<file path="src/rtl/pong_pkg.sv">
// Shared types and constants for the Pong paddle datapath.
// PADDLE_DELTA_ACCUM_EN selects accumulate vs latest-packet-wins in paddle_pos_ctrl.
package pong_pkg;

    typedef enum logic [1:0] {
        ST_IDLE,
        ST_APPLY,
        ST_CLAMP
    } state_e;

    localparam int PEND_W       = 12;
    localparam int POS_W        = 10;
    localparam int SCREEN_H_DEF = 480;
    localparam int PADDLE_H_DEF = 64;
    localparam int Y_RESET_DEF  = (SCREEN_H_DEF - PADDLE_H_DEF) / 2;

    // Overflow reports pin the delta to the 9-bit extremes
    function automatic logic signed [PEND_W-1:0] delta_of(
        input logic       dir,
        input logic       max_spd,
        input logic [7:0] spd
    );
        logic [8:0] d9;
        if (max_spd)
            d9 = dir ? 9'h100 : 9'h0FF;
        else
            d9 = {dir, spd};
        return {{(PEND_W-9){d9[8]}}, d9};
    endfunction

endpackage

</file>
<file path="src/rtl/sat_add_s12.sv">
// 12-bit signed adder saturating at +2047 / -2048.
module sat_add_s12
    import pong_pkg::*;
(
    input  logic signed [PEND_W-1:0] a_i,
    input  logic signed [PEND_W-1:0] b_i,
    output logic signed [PEND_W-1:0] sum_o
);

    logic [PEND_W:0] full;

    always_comb begin
        full = {a_i[PEND_W-1], a_i} + {b_i[PEND_W-1], b_i};
        if (full[PEND_W] != full[PEND_W-1])
            sum_o = full[PEND_W] ? {1'b1, {(PEND_W-1){1'b0}}}
                                 : {1'b0, {(PEND_W-1){1'b1}}};
        else
            sum_o = full[PEND_W-1:0];
    end

endmodule

</file>
<file path="src/rtl/paddle_pos_ctrl.sv">
// Frame-synchronous paddle position from mouse Y reports.
// Define PADDLE_DELTA_ACCUM_EN to accumulate packets; otherwise latest wins.
module paddle_pos_ctrl
    import pong_pkg::*;
#(
    parameter int SCREEN_H   = SCREEN_H_DEF,
    parameter int PADDLE_H   = PADDLE_H_DEF,
    parameter int SENS_SHIFT = 0,
    parameter int Y_RESET    = Y_RESET_DEF
) (
    input  logic             clk_25MHz,
    input  logic             reset_n,
    input  logic             new_out,
    input  logic             y_dir,
    input  logic             y_max_speed,
    input  logic [7:0]       y_speed,
    input  logic             frame_tick,
    output logic [POS_W-1:0] paddle_y,
    output logic             update_done,
    output logic             frame_overrun
);

    localparam logic [POS_W-1:0] Y_MAX = POS_W'(SCREEN_H - PADDLE_H);
    localparam logic [POS_W-1:0] Y_RST = POS_W'(Y_RESET);

    state_e                    state_q, state_d;
    logic signed [PEND_W-1:0]  pend_q, pend_d;
    logic signed [PEND_W-1:0]  snap_q, snap_d;
    logic signed [PEND_W:0]    cand_q, cand_d;
    logic [POS_W-1:0]          paddle_y_q, paddle_y_d;
    logic                      update_done_q, update_done_d;
    logic                      frame_overrun_q, frame_overrun_d;

    logic signed [PEND_W-1:0]  delta;
    logic signed [PEND_W-1:0]  acc_base;
    logic signed [PEND_W-1:0]  acc_sum;
    logic signed [PEND_W-1:0]  mv;
    logic                      snap_now;

    assign delta    = delta_of(y_dir, y_max_speed, y_speed);
    assign snap_now = (state_q == ST_IDLE) && frame_tick;
    assign mv       = snap_q >>> SENS_SHIFT;

    // A packet landing on the snapshot cycle starts from an empty pend
`ifdef PADDLE_DELTA_ACCUM_EN
    assign acc_base = snap_now ? '0 : pend_q;
`else
    assign acc_base = '0;
`endif

    sat_add_s12 u_sat (
        .a_i   (acc_base),
        .b_i   (delta),
        .sum_o (acc_sum)
    );

    always_comb begin
        state_d         = state_q;
        pend_d          = pend_q;
        snap_d          = snap_q;
        cand_d          = cand_q;
        paddle_y_d      = paddle_y_q;
        update_done_d   = 1'b0;
        frame_overrun_d = 1'b0;

        unique case (state_q)
            ST_IDLE: begin
                if (frame_tick) begin
                    snap_d  = pend_q;
                    pend_d  = '0;
                    state_d = ST_APPLY;
                end
            end
            ST_APPLY: begin
                cand_d = $signed({3'b000, paddle_y_q})
                       - $signed({mv[PEND_W-1], mv});
                frame_overrun_d = frame_tick;
                state_d = ST_CLAMP;
            end
            ST_CLAMP: begin
                if (cand_q[PEND_W])
                    paddle_y_d = '0;
                else if (cand_q > $signed({3'b000, Y_MAX}))
                    paddle_y_d = Y_MAX;
                else
                    paddle_y_d = cand_q[POS_W-1:0];
                update_done_d   = 1'b1;
                frame_overrun_d = frame_tick;
                state_d = ST_IDLE;
            end
            default: state_d = ST_IDLE;
        endcase

        if (new_out)
            pend_d = acc_sum;
    end

    always_ff @(posedge clk_25MHz or negedge reset_n) begin
        if (!reset_n) begin
            state_q         <= ST_IDLE;
            pend_q          <= '0;
            snap_q          <= '0;
            cand_q          <= '0;
            paddle_y_q      <= Y_RST;
            update_done_q   <= 1'b0;
            frame_overrun_q <= 1'b0;
        end else begin
            state_q         <= state_d;
            pend_q          <= pend_d;
            snap_q          <= snap_d;
            cand_q          <= cand_d;
            paddle_y_q      <= paddle_y_d;
            update_done_q   <= update_done_d;
            frame_overrun_q <= frame_overrun_d;
        end
    end

    assign paddle_y      = paddle_y_q;
    assign update_done   = update_done_q;
    assign frame_overrun = frame_overrun_q;

endmodule

</file>
<file path="config.mk">
export PLATFORM = sky130hd
export DESIGN_NAME = paddle_pos_ctrl
export DESIGN_NICKNAME = d
export VERILOG_FILES = /design/src/rtl/pong_pkg.sv /design/src/rtl/sat_add_s12.sv /design/src/rtl/paddle_pos_ctrl.sv
export SDC_FILE = /design/constraint.sdc
export NUM_CORES = 1
export LEC_CHECK = 0
export ABC_AREA = 1
export CAP_MARGIN = 30
export CORE_MARGIN = 2
export CORE_UTILIZATION = 61
export CTS_CLUSTER_DIAMETER = 100
export DETAILED_ROUTE_END_ITERATION = 12
export PLACE_DENSITY = 0.85
export SYNTH_ARGS = -nofsm -noshare
export SYNTH_HDL_FRONTEND = slang
export SYNTH_SLANG_ARGS = --single-unit
</file>
<file path="constraint.sdc">
create_clock -name clk_25MHz -period 2.6 [get_ports clk_25MHz]
set_input_delay 0.52 -clock clk_25MHz [delete_from_list [all_inputs] [get_ports clk_25MHz]]
set_output_delay 0.52 -clock clk_25MHz [all_outputs]
set_load 0.1 [all_outputs]
</file>
**After elaboration in Yosys (flattened, before gate mapping)**

Cells that the tools add are included.

- Muxes and demuxes: 11
- Add/sub/neg operators: 1
- Magnitude comparators: 1
- Reductions and logical operators: 6
- Eq/ne operators: 3

Operators with widths:

| cell | number |
|---|---|
| 2-to-1 mux 12 bit | 3 |
| 2-to-1 mux 10 bit | 2 |
| 2-to-1 mux 9 bit | 2 |
| greater-than comparator 13 x 10 -> 1 bit, second input constant | 1 |
| subtractor 11 x 12 -> 13 bit | 1 |
| case mux 2 bit (2 select lines) | 1 |
| AND reduction 2 bit | 2 |
| nonzero test 2 bit | 2 |
| == test 2 x 1 -> 1 bit, second input constant | 1 |
| == test 2 bit, second input constant | 1 |
| zero test 2 bit | 1 |
| 2-to-1 mux 1 bit | 2 |
| 2-to-1 mux 2 bit | 1 |
| != test 2 bit, second input constant | 1 |
| OR reduction 2 bit | 1 |

- Bits of input ports: 14
- Logic and storage cells: 29
- Bits in registers: 51

**Depth between registers and ports, before layout**

- Word-level depth: 3
- Mapped depth: 11

**Cells and area by module**

A second synthesis with hierarchy kept.

- Cells, all modules: 519
- Area, all modules: 3553.4 µm²

By module, submodules not included:

| module | area an instance (µm²) | cells an instance | instances | seq. area each (µm²) |
|---|---|---|---|---|
| paddle_pos_ctrl | 2766.4 | 369 | 1 | 1280.0 |
| sat_add_s12 | 787.0 | 150 | 1 | 0.0 |

**Worst setup path before layout**

Ideal clock, no wire load.

- Path kind: reg2reg
- Start: register paddle_y_q[0] (netlist: paddle_y[0])
- End: register cand_q[8]
- Path slack: 0.366 ns
- Stages on the path, launching flop included: 10
- Arrival time: 2.117 ns
- Library setup time: 0.118 ns
- Required time: 2.482 ns
- Path through: dfrtp_1 inv_1 ha_1 fa_1 o21ai_2 nand2_1 nand2_1 nand2_1 nand3_1 nand2_1

- Longest elaborated chain between the ends: 1

RTL lines:

| item | RTL line | source |
|---|---|---|
| start, declared | paddle_pos_ctrl.sv:30 | `logic [POS_W-1:0] paddle_y_q, paddle_y_d;` |
| start signal, assigned | paddle_pos_ctrl.sv:112 | `paddle_y_q <= paddle_y_d;` |
| subtractor 11 x 12 -> 13 bit | paddle_pos_ctrl.sv:76 | `- $signed({mv[PEND_W-1], mv});` |
| end signal, assigned | paddle_pos_ctrl.sv:111 | `cand_q <= cand_d;` |
| end, declared | paddle_pos_ctrl.sv:29 | `logic signed [PEND_W:0] cand_q, cand_d;` |

Every way passes these cells.
A chain may end at the register's enable or synchronous reset.

**Final worst setup path**

- Start: register paddle_y_q[0] (netlist: paddle_y[0])
- End: register cand_q[10]

The elaborated chain is that of the path after synthesis.

==> results summary <==
The flow ran to the end, and the final reports show no timing, DRC or antenna violations. Entering global routing, the biggest net connects 46 pins. The proportion of layout cells with a drive suffix above 1 is 0.09322. The worst min-delay path class is reg -> reg. The total of fill cells in the finished design came out at 311. The number of optimization iterations in the first detailed-route pass is 5. The tree is rooted in a sky130_fd_sc_hd__clkbuf_8. The warning count from the yosys run came out at 0. The unique cell type count in the Yosys netlist is 26. The total number of vias came out at 2,151.

The worst pin sits at a relative slew slack of 0.7398. The count of buffers inserted at the top-level ports is 25. After synthesis, the most frequently instantiated cells are sky130_fd_sc_hd__nand2_1 (100), sky130_fd_sc_hd__inv_1 (53), sky130_fd_sc_hd__dfrtp_1 (42). The setup slack of the critical path after layout is around 0.87 ns. Sorting the synthesized cells by area gives the leading types as sky130_fd_sc_hd__dfrtp_1 (43%), sky130_fd_sc_hd__nand2_1 (15%), sky130_fd_sc_hd__inv_1 (8.1%). The number of nets handed over by synthesis was 352.

Data arrives at the worst endpoint at 1.91 ns. The layer flagged by global routing as most heavily used is met2. The number of setup violations in the final report is 0. The H-tree depth came out at 2.

The vias per cell came out at 5.324. The largest total area in the synthesized netlist belongs to sky130_fd_sc_hd__dfrtp_1. Setup repair after global routing left no endpoint under its margin.

The maximum clock skew at final layout came out at around 0.0058 ns. The via count of the first global-routing pass came out at 2,129. The final number of hold-violating endpoints was 0.

Measured along the y axis, the die boundary spans 67.55 microns. The detailed placement HPWL came out at between 4000 and 5000 microns. Counting flops with an async set or reset pin after synthesis yields a share of 1.000. The average instance area after synthesis came out at between 7 and 8 sq um. The antenna cell count came out at 0.

The last weighted congestion value of the routability-driven placer is 0.9232. The die outline width is just under 70 microns. The die covers 4563 sq um. The worst setup path is of the reg -> reg kind.

The share of the core filled with cells in the final layout came out at 0.7268. The initialized floorplan defines 23 standard-cell rows. The first global-routing pass estimated 9190 microns of wire. The number of pins with negative max-slew slack in the final report came to 0. The met3 usage in global routing came out at 0.06500. The slowest stage of the critical path is the sky130_fd_sc_hd__fa_1 cell.

The number of enable flip-flop cells after synthesis came out at 0. Dividing the final minimum period by the clock period gives 0.6640. The largest single stage delay on the critical path is 0.43 ns. The number of setup buffers added after CTS is 0.

The clock latency at the later pin of the worst-skew pair came out at 0.30 ns. The global routing met2 resource utilization is 0.4583. The cell area after technology mapping is 2464 sq um. The count of antenna-violating nets left after detailed routing is 0. The timing-limited maximum frequency is 579.3 MHz. Walking the worst path, the cells encountered are inv_1 > ha_1 > fa_1 > inv_1 > nand3_1 > nand4_1 > nand3_1.

The placement-stage worst setup slack is 0.8556 ns. Across the run, the number of max-cap violations was 0. The post-detailed-routing wire length is 5375 microns.

The minimum period implied by the final worst setup slack came out at 1.726 ns. The number of sinks on the clock net came out at 45. The dominant synthesized flop cell is sky130_fd_sc_hd__dfrtp_1. The overall fraction of global-route tracks in use came out at 0.2737.

The met1 routing resource usage after global routing came out at 0.3254. The global-route congestion overflow total is 0. The final setup TNS is 0 ns. In the final design database the tool counted 383 nets. The DRC violation total after the first TritonRoute iteration is 131. After clock tree synthesis, the clock-pin slew on the worst setup and hold paths is 0.08 ns. The initial antenna violation count came to 0. The worst setup path is captured at a register.

26 I/O pins were placed. The required arrival time at the worst endpoint came out at approximately 2.8 ns. The sequential-to-total area share from yosys stat is 0.4586.

The worst hold-check slack came out at between 0.4 and 0.5 ns. The register bit count reported by yosys is between 40 and 50. TritonCTS created 5 clock buffers. The worst-path maximum fanout came out at 3. The worst-case clock buffer depth is 2. By instance count, the leading cell after synthesis is sky130_fd_sc_hd__nand2_1. From synthesis to final layout, the design area changed by 16.30%.

At the pin with the least slew margin, the transition time is just under 0.4 ns. The average wire per cell in the routed design is 13.30 microns. TritonCTS built the clock tree. The effective utilization at floorplan is 0.6249. The cell count after synthesis came out at between 300 and 400. The worst setup path is launched from a register. The top-area cell type share of the netlist area is 0.4266. The core footprint came out at 3943 sq um.

After detailed routing, the number of remaining DRC violations is 0.
-- repair_timing --
item / in CTS / in global routing
endpoints found under the hold margin: 0 / 1
setup endpoints to repair: 0 / 0
resized for setup: 0 / 0
hold buffers: 0 / 1
-- worst max-delay path: cells and delay by family (launching register included) --
kind | cells | cell delay [ns]
and+or+nand+nor | 3 | 0.40
adders and majority gates | 2 | 0.65
DFF | 1 | 0.38
buffers and inverters | 2 | 0.19
-- through the flow --
| step | std cells | instance area, sq um |
|---|---|---|
| after CTS | 402 | 2835 |
| final | 404 | 2865 |
| after floorplan | 322 | 2464 |
| after detailed placement | 394 | 2734 |
| after global placement | 394 | 2734 |
| after global routing | 404 | 2865 |
-- flip-flops by register name, indices dropped and copies added, names as in the netlist --
register and flops:
cand_q 13, paddle_y 10, mv 9, pend_q 9, state_q 2, frame_overrun 1, update_done 1
-- logic make-up after synthesis --
kind of cell / synth area share
buffers and inverters: 0.09294
adders and majority gates: 0.08431
DFF: 0.4586
and+or+nand+nor: 0.2631
AOI/OAI and AO/OA: 0.1011
-- cell type report --
cell class,instances,area [sq um],share of cell area
inverter,55,206.4,0.07205
clock inverter,1,5.005,0.001747
tap,50,62.56,0.02183
multi-input combinational,217,1105,0.3856
sequential,45,1130,0.3943
timing repair buffer,29,260.3,0.09083
clock buffer,7,96.34,0.03362
-- path summary, 6_finish.rpt --
check / startpoint / to / slack (ns) / cells after the start
worst max-delay path: paddle_y[0] / cand_q[10] / 0.87 / 7
worst min-delay path: paddle_y[7] / paddle_y[7] / 0.49 / 2
worst max register to register: paddle_y[0] / cand_q[10] / 0.87 / 7
worst min register to register: paddle_y[7] / paddle_y[7] / 0.49 / 2
max in group asynchronous: reset_n / paddle_y[4] / 1.59 / 3
min in group asynchronous: reset_n / paddle_y[1] / 0.53 / 2
-- per-layer routing --
metal  vias up  share of wire
li1       1078              -
met1       989           0.42
met2        67           0.49
met3        17          0.055
met4         0          0.033
met5         -              0
-- placed cells by master, fill, tap and decap left out, types with 3 or more instances in the layout --
master                            synthesis  routed
sky130_fd_sc_hd__a21oi_1                  6       6
sky130_fd_sc_hd__buf_4                    1      14
sky130_fd_sc_hd__clkbuf_8                 0       7
sky130_fd_sc_hd__clkdlybuf4s50_1          0      12
sky130_fd_sc_hd__dfrtp_1                 42      42
sky130_fd_sc_hd__dfstp_2                  3       3
sky130_fd_sc_hd__ha_1                    15      15
sky130_fd_sc_hd__inv_1                   53      53
sky130_fd_sc_hd__nand2_1                100     100
sky130_fd_sc_hd__nand3_1                 14      14
sky130_fd_sc_hd__nand3b_1                 3       3
sky130_fd_sc_hd__nand4_1                  5       5
sky130_fd_sc_hd__nor2_1                  33      33
sky130_fd_sc_hd__o21ai_0                 18      18
sky130_fd_sc_hd__o22ai_1                 10      10
Power is left out: the tool's default activity adds up to more than one toggle a clock period on the data nets, which glitch-free logic cannot reach.
